[config.mk]
export PLATFORM = sky130hd
export DESIGN_NAME = sum_group_accumulator
export DESIGN_NICKNAME = d
export VERILOG_FILES = /design/src/rtl/flow_control_pkg.sv /design/src/rtl/sum_group_accumulator.sv
export SDC_FILE = /design/constraint.sdc
export NUM_CORES = 1
export LEC_CHECK = 0
export ABC_AREA = 1
export BUFFER_PORTS_ARGS = -buffer_cell sky130_fd_sc_hd__buf_2
export CORE_ASPECT_RATIO = 0.6
export CORE_UTILIZATION = 35
export CTS_BUF_LIST = sky130_fd_sc_hd__clkbuf_16
export DETAILED_ROUTE_END_ITERATION = 8
export HOLD_SLACK_MARGIN = 0.15
export PLACE_DENSITY = 0.6
export SYNTH_ARGS = -nofsm -noshare
export SYNTH_HDL_FRONTEND = slang
export SYNTH_SLANG_ARGS = --single-unit
export TNS_END_PERCENT = 100
[constraint.sdc]
create_clock -name clk -period 1.4 [get_ports clk]
set_input_delay 0.21 -clock clk [delete_from_list [all_inputs] [get_ports clk]]
set_output_delay 0.21 -clock clk [all_outputs]
set_load 0.005 [all_outputs]
[src/rtl/flow_control_pkg.sv]
`default_nettype none
// ============================================================================
// Module      : flow_control_pkg
// Description : Shared sizing helpers for the sum/total valid-ready stages.
// Revision    : 1.0 - initial release
// ============================================================================
package flow_control_pkg;

    // Width that holds group_size maximum (width+1)-bit sums without overflow.
    function automatic int total_width(input int width, input int group_size);
        return width + 1 + $clog2(group_size);
    endfunction

endpackage
`default_nettype wire

[src/rtl/sum_group_accumulator.sv]
`default_nettype none
// ============================================================================
// Module      : sum_group_accumulator
// Description : Adds every GROUP_SIZE accepted sums into one registered total.
// Revision    : 1.0 - initial release
// ============================================================================
module sum_group_accumulator
    import flow_control_pkg::*;
#(
    parameter int WIDTH      = 4,
    parameter int GROUP_SIZE = 4
) (
    input  logic                                       clk,
    input  logic                                       rst,
    input  logic                                       sum_vld,
    output logic                                       sum_rdy,
    input  logic [WIDTH:0]                             sum_data,
    output logic                                       total_vld,
    input  logic                                       total_rdy,
    output logic [total_width(WIDTH, GROUP_SIZE)-1:0]  total_data
);

    localparam int            TW   = total_width(WIDTH, GROUP_SIZE);
    localparam int            CW   = $clog2(GROUP_SIZE);
    localparam logic [CW-1:0] LAST = CW'(GROUP_SIZE - 1);

    logic [TW-1:0] acc_q, acc_d;
    logic [CW-1:0] count_q, count_d;
    logic          total_vld_q, total_vld_d;
    logic [TW-1:0] total_data_q, total_data_d;

    logic          sum_fire;
    logic          last_item;
    logic [TW-1:0] acc_sum;

    // A slot opens whenever the output register is empty or draining this cycle.
    assign sum_rdy   = ~total_vld_q | total_rdy;
    assign sum_fire  = sum_vld & sum_rdy;
    assign last_item = (count_q == LAST);
    assign acc_sum   = acc_q + TW'(sum_data);

    always_comb begin
        acc_d        = acc_q;
        count_d      = count_q;
        total_vld_d  = total_vld_q;
        total_data_d = total_data_q;

        if (sum_fire) begin
            if (last_item) begin
                acc_d   = '0;
                count_d = '0;
            end else begin
                acc_d   = acc_sum;
                count_d = count_q + CW'(1);
            end
        end

        // Loading a new total takes priority so a drain+load cycle has no bubble.
        if (sum_fire && last_item) begin
            total_vld_d  = 1'b1;
            total_data_d = acc_sum;
        end else if (total_vld_q && total_rdy) begin
            total_vld_d  = 1'b0;
        end
    end

    always_ff @(posedge clk or posedge rst) begin
        if (rst) begin
            acc_q   <= '0;
            count_q <= '0;
        end else begin
            acc_q   <= acc_d;
            count_q <= count_d;
        end
    end

    always_ff @(posedge clk or posedge rst) begin
        if (rst) begin
            total_vld_q  <= 1'b0;
            total_data_q <= '0;
        end else begin
            total_vld_q  <= total_vld_d;
            total_data_q <= total_data_d;
        end
    end

    assign total_vld  = total_vld_q;
    assign total_data = total_data_q;

endmodule
`default_nettype wire

==> flow_summary.toml, run 1 <==
[sta]
timing.final.crit_share = 1.08
rsz0062_at_grt = "yes"
hold_viol = 0
tightest_slew_ns = 0.269
finalCriticalPeriod_ns = 1.52
setup_viol = 6
clock_skew_ns = 0.00281
drv_slew = 0
fmax_ghz = 0.659
relSlewSlack = 0.820
setup_ws_ns = -0.117

[synthesis]
netlist_top_cells_area = "dfrtp_1, nand2_1, ha_1, nand3_1, inv_1"
ys_seq_elements = 17
netlist_instances = 118
yosys_warnings = 0
yosysTopAreaCellShare = 0.430
ys_types = 22
synth_top_area_cell = "dfrtp_1"
synth.avg_cell_area_um2 = 8.39
syn_area_um2 = 990
ys_seq_area_frac = 0.430
syn-num-nets = 134

[detailed_routing]
route.detailed.drc = 0
finalWirelength_mm = 2.42
vias = 847
drtPass1Iterations = 4
drt.antenna.violating_nets = 0
first_iter_violations = 42
viasPerCell = 4.79
routedWlPerCell_um = 13.7

[worst_setup_path]
crit_end = "total_data[6]$_DFFE_PP0P_"
worstPathCellList = "ha_2 -> inv_2 -> fa_2 -> inv_2 -> nand2_2 -> nand2_4 -> nand3_2 -> nand3_2 -> nand3_1 -> nand2_1"
startpoint = "acc_q[0]$_DFFE_PP0N_"
rrSetupSlack_ns = -0.12
endpoint_kind = "flip-flop"
reg2reg_from = "acc_q[0]$_DFFE_PP0N_"
crit_type = "reg2reg"
critPathMaxStageDelay_ns = 0.37
worst-path-stages = 10
critPathMaxFanout = 3
required_ns = 1.59
startpoint_type = "flip-flop"
crit_path_top_delay_cell = "dfrtp_1"
cp_top_family = "adder cells"
worst-r2r-cell-count = 10
critPathBufInv = 2
arrival_ns = 1.71
rr_endpoint = "total_data[6]$_DFFE_PP0P_"

[run_status]
violations = "negative setup slack"
status = "finished with violations"

[global_routing]
grt_use_met1 = 0.257
gr-usage-met2 = 0.249
grt_pass1_vias = 767
busiest_layer = "met1"
grtUsageTotal = 0.178
met3_usage = 0.0570
grt_overflow = 0
antenna_found_initial = 0
grt_pass1_wl_mm = 3.87
grt_max_degree = 18

[die]
die_h_um = 43.2
core_um2 = 2590
io_pins = 18
initial_core_util = 0.382
dieWidth_um = 70.7
std_cell_rows = 14
dieArea_um2 = 3050

[placement]
finalWeightedCongestion = 0.884
hpwl_mm = 1.65
dp_slack_ns = -0.120
placed_area_um2 = 1140
place.port_buffers = 17

[pwr]
power_mw = 2.94
ir_worst_vdd_mv = 0.878
p_leak_nw = 0.724
p_per_area_nw_per_um2 = 2210

[clock_tree]
clockRootBuffer = "clkbuf_16"
clock_path_buffers = 2
clock_sinks = 17
cts_made_buffers = 3
h-tree-depth = 1
clk_pin_slew_ns = 0.05
cts_tree = "yes"
clk_latency_ns = 0.25

[layout]
final_core_util = 0.514
n_antenna_cell = 0
drive_gt1_frac = 0.393
fill_cells = 251
area_growth_pct = 34.5
nNetsFinal = 162
fin_area_um2 = 1330

[min_path]
hold_depth = 4
hp-class = "in2reg"

[job]
max_cap_viol_count = 0
registers in the layout (all words and copies together) (netlist names):
| signal | count |
|---|---|
| total_vld | 1 |
| total_data | 7 |
| count_q | 2 |
| acc_q | 7 |
power by group:
part | total, mW | switching (mW) | internal, mW | leakage (nW)
registers | 0.888 | 0.167 | 0.721 | 0.214
logic | 1.46 | 0.807 | 0.655 | 0.470
clock network | 0.591 | 0.208 | 0.383 | 0.0409
per-layer routing:
metal / vias up / wire length [um]
met3: 4 / 106
met5: - / 0
met1: 399 / 1240
met4: 0 / 33
li1: 426 / -
met2: 18 / 1040
worst register-to-register path: cells and delay by family, from the launching register on:
family	cells	cell delay, ns
adders and majority gates	2	0.55
and+or+nand+nor	6	0.42
buffers and inverters	2	0.12
DFF	1	0.37
worst min path at each step:
stage,from,end
6_report,total_rdy,total_vld$_DFFE_PP0P_
5_1_grt,total_rdy,total_vld$_DFFE_PP0P_
4_1_cts,total_rdy,total_vld$_DFFE_PP0P_
3_5_place_dp,rst,total_vld$_DFFE_PP0P_
3_3_place_gp,rst,count_q[0]$_DFFE_PP0N_
2_1_floorplan,rst,acc_q[0]$_DFFE_PP0N_
area by class of cell:
class / instances / area, um^2 / share of cell area
Sequential cell: 17 / 425 / 0.320
Clock inverter: 1 / 5.00 / 0.00376
Inverter: 16 / 65.1 / 0.0489
Tap cell: 32 / 40.0 / 0.0301
Clock buffer: 3 / 75.1 / 0.0564
Timing Repair Buffer: 24 / 140 / 0.105
Multi-Input combinational cell: 84 / 581 / 0.436
cells in the final DEF (no fill, tap or decap), types with 6 or more instances in the layout:
cell and instances:
nand2_1 40, dfrtp_1 17, buf_4 6, inv_1 12
buf_2 17, nand3_2 7, nand3_1 8
stage by stage:
| stage | std cells | TNS (ns) | hold slack (ns) |
|---|---|---|---|
| after floorplan | 118 | 0 | 0.136 |
| after global placement | 170 | -0.159 | 0.234 |
| after detailed placement | 170 | -0.383 | 0.239 |
| after CTS | 176 | -0.340 | 0.281 |
| after global routing | 177 | -0.808 | 0.294 |
| final | 177 | -0.479 | 0.272 |
repair_timing:
action / CTS / global route
endpoints found under the setup margin: 6 / 10
setup buffers: 1 / 1
hold buffers: 1 / 0
resized for setup: 6 / 11
pin swaps: 1 / 3
endpoints found under the hold margin: 17 / 0
kinds of logic (layout without fill, tap and decap cells):
family,count (synthesis),count (layout),share of synthesized area
AOI/OAI and AO/OA,9,9,0.0607
xor gates and xnor gates,1,1,0.00885
adders and majority gates,7,7,0.0961
buffers and inverters,17,44,0.0771
DFF,17,17,0.430
and+or+nand+nor,67,67,0.327
cell usage after synthesis:
cell type,number
ha_1,6
dfrtp_1,17
nor2_4,1
buf_6,1
nor2_1,3
nand3_1,14
nand2_8,1
xor2_1,1
o21ai_1,3
nand2_4,2
a21o_1,1
inv_1,14
nand2_2,2
a21oi_1,1
o21ai_2,3
nand2_1,42
fa_1,1
o22ai_1,1
inv_6,1
nand3_2,1
or2_4,1
inv_2,1
Power figures use the tool's default switching activity.
==> run 2, diff against run 1 <==
--- a/config.mk
+++ b/config.mk
@@ -7,12 +7,11 @@
 export LEC_CHECK = 0
 export ABC_AREA = 1
 export BUFFER_PORTS_ARGS = -buffer_cell sky130_fd_sc_hd__buf_2
-export CORE_ASPECT_RATIO = 0.6
-export CORE_UTILIZATION = 35
+export CORE_UTILIZATION = 48
 export CTS_BUF_LIST = sky130_fd_sc_hd__clkbuf_16
 export DETAILED_ROUTE_END_ITERATION = 8
 export HOLD_SLACK_MARGIN = 0.15
-export PLACE_DENSITY = 0.6
+export PLACE_DENSITY = 0.77
 export SYNTH_ARGS = -nofsm -noshare
 export SYNTH_HDL_FRONTEND = slang
 export SYNTH_SLANG_ARGS = --single-unit
==> flow_summary.toml, run 2 (same netlist as run 1, synthesis figures left out) <==
[run_status]
status = "finished with violations"
violations = "negative setup slack"

[placement]
finalWeightedCongestion = 0.856
hpwl_mm = 1.41
place.port_buffers = 17
place_inst = 163

[layout]
area_growth_pct = 28.1
multiInputGateArea_um2 = 536
nNetsFinal = 160
final_common_cell = "nand2_1"
n_antenna_cell = 0
drive_gt1_frac = 0.336
seq_area_um2 = 425
fill_cells = 169
mostFrequentLayoutCells = "nand2_1, dfrtp_1, buf_2"
final_cell_count_no_fill = 170

[die]
die_h_um = 47.4
core_um2 = 1940
std_cell_rows = 16
dieWidth_um = 47.4
io_pins = 18
dieArea_um2 = 2250
initial_core_util = 0.510

[min_path]
hp-class = "in2reg"

[sta]
setup_viol = 5
whs_ns = 0.263
fmax_ghz = 0.690
relSlewSlack = 0.809
clock_skew_ns = 0.00408
finalCriticalPeriod_ns = 1.45
tightest_slew_ns = 0.285
hold_viol = 0
drv_slew = 0
timing.final.crit_share = 1.04
rsz0062_at_grt = "yes"
setup_ws_ns = -0.0494

[clock_tree]
cts_made_buffers = 3
clock_path_buffers = 2
clock_sinks = 17
clk_pin_slew_ns = 0.05
clk_latency_ns = 0.25
clockRootBuffer = "clkbuf_16"
cts_tree = "yes"
h-tree-depth = 1

[detailed_routing]
finalWirelength_mm = 2.08
viasPerCell = 4.92
drtPass1Iterations = 4
route.detailed.drc = 0
vias = 837
first_iter_violations = 14
routedWlPerCell_um = 12.2
drt.antenna.violating_nets = 0

[global_routing]
grt_overflow = 0
grt_pass1_vias = 768
grt_pass1_wl_mm = 3.28
grtUsageTotal = 0.213
grt_max_degree = 18
antenna_found_initial = 0

[pwr]
p_per_area_nw_per_um2 = 2190
ir_worst_vdd_mv = 1.30
p_leak_nw = 0.704

[worst_setup_path]
required_ns = 1.59
arrival_ns = 1.64
critPathMaxFanout = 3
startpoint_type = "flip-flop"
crit_type = "reg2reg"
endpoint_kind = "flip-flop"

[job]
max_cap_viol_count = 0
## run 2: cell count changes in the layout (fill, tap and decap cells not counted), sizes merged
| cell | previous run | this run |
|---|---|---|
| clkinvlp | 0 | 1 |
| clkinv | 1 | 0 |
| buf | 23 | 21 |
## run 2: worst max-delay path, stage by stage, from the launching register on
cell and delay, ns:
dfrtp_1 0.38, ha_4 0.15, inv_2 0.03, fa_2 0.34, inv_2 0.07, nand2_2 0.04
nand2_2 0.08, nand3_2 0.07, nand3_2 0.08, nand3_1 0.08, nand2_1 0.06
## run 2: layout make-up
type,instances,share of cell area
Timing Repair Buffer,22,0.0987
Clock buffer,3,0.0592
Multi-Input combinational cell,84,0.423
Clock inverter,1,0.00592
Tap cell,27,0.0267
Sequential cell,17,0.336
Inverter,16,0.0513
## run 2: power breakdown
group	internal (mW)	switching, mW	total (mW)
Combinational	0.573	0.744	1.32
Clock	0.385	0.197	0.582
Sequential	0.721	0.159	0.880
Total	1.68	1.10	2.78
## run 2: metrics by stage
step           setup TNS (ns)   util  instance area [um^2]  setup slack (ns)  power [mW]
2_1_floorplan               0      -                   992            0.0227        1.73
3_3_place_gp           -0.128  0.574                  1110           -0.0468        2.01
3_5_place_dp           -0.266  0.574                  1110           -0.0807        2.04
4_1_cts                -0.200  0.640                  1240           -0.0551        2.73
5_1_grt                -0.612  0.653                  1270            -0.120        3.02
6_report               -0.171  0.653                  1270           -0.0494        2.78
## run 2: timing repair
item / CTS / global route
pin swaps: 1 / 1
gates resized for setup: 9 / 1
hold buffers: 1 / 0
buffers inserted: 0 / 2
setup endpoints to repair: 6 / 9
hold endpoints to repair: 17 / 0
## run 2: routing by layer
metal / wire [um] / global-route usage
met1: 965 / 0.288
met2: 1040 / 0.345
met3: 61 / 0.0577
met4: 6 / 0.0343
met5: 0 / 0
## run 2: path summary, 6_finish.rpt
| path | from | to | slack, ns | cells after the start |
|---|---|---|---|---|
| max in group asynchronous | rst | acc_q[3]$_DFFE_PP0N_ | 0.67 | 4 |
| max | acc_q[0]$_DFFE_PP0N_ | acc_q[6]$_DFFE_PP0N_ | -0.05 | 10 |
| max reg2reg | acc_q[0]$_DFFE_PP0N_ | acc_q[6]$_DFFE_PP0N_ | -0.05 | 10 |
| min | total_rdy | total_vld$_DFFE_PP0P_ | 0.26 | 4 |
| min reg2reg | total_data[6]$_DFFE_PP0P_ | total_data[6]$_DFFE_PP0P_ | 0.47 | 2 |
| min in group asynchronous | rst | count_q[1]$_DFFE_PP0N_ | 0.53 | 4 |
